[config.mk]
export PLATFORM = sky130hd
export DESIGN_NAME = inst_fetch
export DESIGN_NICKNAME = d
export VERILOG_FILES = /design/src/rtl/inst_fetch.sv
export SDC_FILE = /design/constraint.sdc
export NUM_CORES = 1
export LEC_CHECK = 0
export ABC_AREA = 1
export ABC_CLOCK_PERIOD_IN_PS = 7500
export BUFFER_PORTS_ARGS = -buffer_cell sky130_fd_sc_hd__buf_2
export CAP_MARGIN = 0
export CORE_ASPECT_RATIO = 0.5
export CORE_MARGIN = 5
export CORE_UTILIZATION = 45
export DETAILED_ROUTE_END_ITERATION = 8
export MAX_ROUTING_LAYER = met4
export PLACE_DENSITY = 0.73
export SYNTH_ARGS = -nofsm -noshare
export SYNTH_HDL_FRONTEND = slang
export SYNTH_SLANG_ARGS = --single-unit
[constraint.sdc]
create_clock -name clk -period 7.5 [get_ports clk]
set_clock_uncertainty 0.05 [all_clocks]
set_input_delay 0.75 -clock clk [delete_from_list [all_inputs] [get_ports clk]]
set_output_delay 0.75 -clock clk [all_outputs]
set_load 0.05 [all_outputs]
[src/rtl/inst_fetch.sv]
// rtl/inst_fetch.sv - instruction fetch stage with a single-entry decode buffer
module inst_fetch #(
  parameter logic [31:0] RESET_PC = 32'h0000_0000
) (
  input  logic        clk,
  input  logic        rst,
  output logic        imem_req,
  output logic [31:0] imem_addr,
  input  logic [31:0] imem_rdata,
  input  logic        imem_ack,
  input  logic        id_ready,
  input  logic        flush,
  input  logic [31:0] flush_pc,
  output logic        id_valid,
  output logic [31:0] id_instr,
  output logic [31:0] id_pc,
  output logic [5:0]  id_opcode,
  output logic [5:0]  id_funct,
  output logic        misalign,
  output logic [15:0] retired_cnt
);

  typedef enum logic [1:0] {
    IDLE = 2'd0,
    REQ  = 2'd1,
    FULL = 2'd2
  } state_t;

  state_t      state;
  state_t      state_nxt;
  logic [31:0] pc;
  logic        fetch_done;
  logic        handshake;

  // A returning word is only captured when no redirect is competing with it.
  assign fetch_done = (state == REQ) && imem_ack && !flush;
  // The decode handshake completes even when a flush drops the instruction.
  assign handshake  = (state == FULL) && id_ready;

  // State register.
  always_ff @(posedge clk or posedge rst) begin
    if (rst) state <= IDLE;
    else     state <= state_nxt;
  end

  // Next-state logic; flush overrides every other transition.
  always_comb begin
    state_nxt = state;
    case (state)
      IDLE:    state_nxt = REQ;
      REQ:     if (imem_ack) state_nxt = FULL;
      FULL:    if (id_ready) state_nxt = REQ;
      default: state_nxt = IDLE;
    endcase
    if (flush) state_nxt = REQ;
  end

  // Memory-side outputs; rst gates the request so it drops without waiting on the flop.
  always_comb begin
    imem_req  = (state == REQ) && !rst;
    imem_addr = pc;
  end

  // PC, decode buffer, misalign pulse and retire counter.
  always_ff @(posedge clk or posedge rst) begin
    if (rst) begin
      pc          <= RESET_PC;
      id_valid    <= 1'b0;
      id_instr    <= 32'h0;
      id_pc       <= 32'h0;
      retired_cnt <= 16'h0;
      misalign    <= 1'b0;
    end else begin
      misalign <= flush & (|flush_pc[1:0]);
      if (handshake) retired_cnt <= retired_cnt + 16'd1;
      if (flush) begin
        pc       <= {flush_pc[31:2], 2'b00};
        id_valid <= 1'b0;
      end else if (fetch_done) begin
        id_instr <= imem_rdata;
        id_pc    <= pc;
        id_valid <= 1'b1;
        pc       <= pc + 32'd4;
      end else if (handshake) begin
        id_valid <= 1'b0;
      end
    end
  end

  assign id_opcode = id_instr[31:26];
  assign id_funct  = id_instr[5:0];

endmodule

==> results.tsv <==
stage	metric	value	unit
worst_setup_path	path_class	primary input to flip-flop	
place	dp_slack	4.22	ns
sta	final-max-slew-violation-count	0	
run_status	result_of_the_run	finished clean	
place	detailedPlacementHpwl	11400	um
worst_setup_path	critical_path.endpoint_type	flip-flop	
sta	min_period_over_period	38.9	%
finish	post_layout_instance_count_excluding_filler_cells	1078	
route	antenna_violating_nets_post_route	0	
worst_setup_path	cp-start-kind	primary input	
synthesis	synth_enable_flop_cells	0	
cts	clock_pin_slew_on_the_worst_setup_and_hold_paths	0.08	ns
finish	fillerInstances	1194	
cts	cts_htree_levels	3	
route	drcViolationCount	0	
die	initial_util	45.4	%
power	power.sequential.fraction	38.2	%
die	chipWidth	169	um
route	avgViaCountPerCell	4.86	
route	detailedRoute.firstPassIterationCount	7	
finish	area.growth.synth_to_final	21.6	%
die	die-area	15100	um^2
finish	layout.cells.most_common	nand2_1	
global_route	global_route_wire_length_before_repair	25000	um
die	core_region_area	12500	um^2
sta	relative_max_transition_margin	39.8	%
synthesis	ys_async_rst_share	100	%
finish	multi_input_gate_area_in_the_final_layout	2410	um^2
finish	final_cell_mix	nand2_1, buf_2, dfrtp_1	
cts	cts_inserted_buffers	9	
synthesis	synth_largest_area_cell	dfrtp_1	
route	drt-wirelength-per-cell	14.5	um
place	dpl.cell_count	1062	
finish	ff_latch_area	2800	um^2
cts	cts_hold_buf	0	
hold_path	timing.hold.worst.class	primary input to asynchronous set/reset pin	
synthesis	synth.yosys.warnings	0	
global_route	grt_max_degree	71	
cts	postCtsResizedCells	0	
sta	period_minus_slack	2.92	ns
worst_setup_path	path_max_fanout	51	
die	design.portCount	196	
route	detailedRoute.firstIterationViolations	327	
synthesis	synthesis.area_per_instance	7.72	um^2
worst_setup_path	timing.critical_path.arrival	3.07	ns
finish	number_of_nets_in_the_final_layout	974	
global_route	use_met1	26.7	%
global_route	top_usage_layer	met2	
synthesis	ys_seq_elements	112	
worst_setup_path	critPathRequiredTime	7.66	ns
cts	tritoncts_sink_count	112	
place	buffer_ports.inserted	191	
route	drt_wl_total	15700	um
die	die_h	89.5	um
global_route	global_route.usage.met3	3.27	%
sta	worstMarginPinSlew	0.904	ns
global_route	gr-usage-all-layers	21.2	%
global_route	number_of_global_route_vias_before_repair	5139	
job	maxCapViolations	0	
global_route	grt_antenna_before_repair	0	
power	p_int	0.00113	W
sta	setup_failing_eps_final	0	
synthesis	yosys.area.top_type_share	49.3	%
synthesis	ys_top_cells_by_area	dfrtp_1, nand2_1, nor2_1	
die	rows	29	
synthesis	synth.distinct_cells	34	
power	pwr-share-clk	21.8	%
power	switching_share	46.5	%
sta	fin_setup_tns	0	ns
power	power-per-cell-area	306	nW/um^2
sta	fmaxAchievable	0.343	GHz
sta	setup_ws	4.58	ns
sta	rsz0062_at_grt	false	
sta	finalHoldViolations	0	
synthesis	synth-seq-area-share	49.3	%
finish	diodes	0	
global_route	globalRouteOverflowTotal	0	
cts	clkLatencyLatePin	0.35	ns
global_route	grt_use_met2	35.7	%
cts	cts_root_buf	clkbuf_16	
cts	tritoncts	yes	
route	detailroute.via_count	5238	
place	place.gp.congestion	0.877	
power	switching_power	0.000983	W
power	worst_ir_drop_vdd	0.165	mV
power	p_comb_share	40.0	%
power	p_leak	3.80	nW
cts	cts_buffer_depth	2	
finish	drive_above_1_share	26.3	%
synthesis	postSynthCellCount	736	
synthesis	mappedNetlistArea	5680	um^2
synthesis	synthFlopType	dfrtp_1	
cts	postCtsSetupBuffers	0	
[flip-flops by register name, indices dropped and copies added (netlist names)]
signal	flops
id_valid	1
retired_cnt	16
misalign	1
state	2
id_pc	30
imem_addr	30
id_instr	32
[cells in the mapped netlist (2+ instances only)]
cell / number
nor3_1: 6
inv_1: 55
a21oi_1: 11
buf_6: 2
dfrtp_1: 112
nand2_2: 6
xor2_1: 9
nand2_1: 283
buf_2: 11
nand4_1: 6
nor2_2: 2
buf_4: 20
xnor2_1: 5
nor2_4: 10
o211ai_1: 4
o21ai_0: 34
nand3_1: 44
ha_1: 2
nand3_4: 2
o21ai_1: 7
nor2_1: 79
clkbuf_1: 7
a31oi_1: 3
nand2_4: 2
inv_2: 5
[logic make-up after synthesis]
kind of cell,after synthesis,synth area share [%]
AND/OR/NAND/NOR,442,33.3
flip-flops,112,49.3
buffers and inverters,100,8.43
AO/OA/AOI/OAI,65,6.25
XOR/XNOR,14,2.16
adder cells (fa/ha/maj),2,0.440
other,1,0.0660
[worst paths after layout]
check                                   from              to  slack (ns)  cells after the start
worst max-delay path                   flush   imem_addr[16]        4.58                      7
worst min-delay path                     rst  retired_cnt[2]        0.41                      2
worst max register to register      state[1]   imem_addr[20]        4.65                      8
worst min register to register  id_instr[22]    id_instr[22]        0.42                      2
max in group asynchronous                rst   imem_addr[19]        5.67                      3
min in group clk                id_instr[22]    id_instr[22]        0.42                      2
[power by group through the flow]
| stage | logic (W) | clock network [W] | registers (W) |
|---|---|---|---|
| CTS | 0.000852 | 0.000470 | 0.000807 |
| detailed placement | 0.000850 | 0 | 0.000818 |
| floorplan | 0.000271 | 0 | 0.00120 |
| global route | 0.000901 | 0.000495 | 0.000825 |
| finish | 0.000845 | 0.000462 | 0.000808 |
| global placement | 0.000838 | 0 | 0.000816 |
[layout make-up]
type / instances / area share, %
flip-flops and latches: 112 / 40.6
multi-input cells: 527 / 34.9
repair buffers: 193 / 14.1
clock buffers: 11 / 3.66
inverters: 60 / 3.30
well taps: 170 / 3.08
clock inverters: 5 / 0.453
[critical path, stage by stage]
cell and delay, ns:
buf_2 0.26, inv_2 0.71, nand2_1 0.53, inv_2 0.53, nor2_1 0.08, nand2_1 0.08, o21ai_0 0.10
[per-layer routing]
metal	up-vias	routed length (um)
li1	2608	-
met1	2450	6940
met2	155	7770
met3	25	728
met4	0	240
met5	-	0
[stage by stage]
stage | hold slack [ns] | power, W | instance area, um^2 | util, %
after floorplan | 0.496 | 0.00147 | 5690 | -
after global placement | 0.401 | 0.00165 | 6630 | 52.9
after detailed placement | 0.404 | 0.00167 | 6630 | 52.9
after CTS | 0.421 | 0.00213 | 6910 | 55.2
after global routing | 0.433 | 0.00222 | 6910 | 55.2
final | 0.414 | 0.00212 | 6910 | 55.2
No activity file was read; power rests on OpenSTA's default activity.
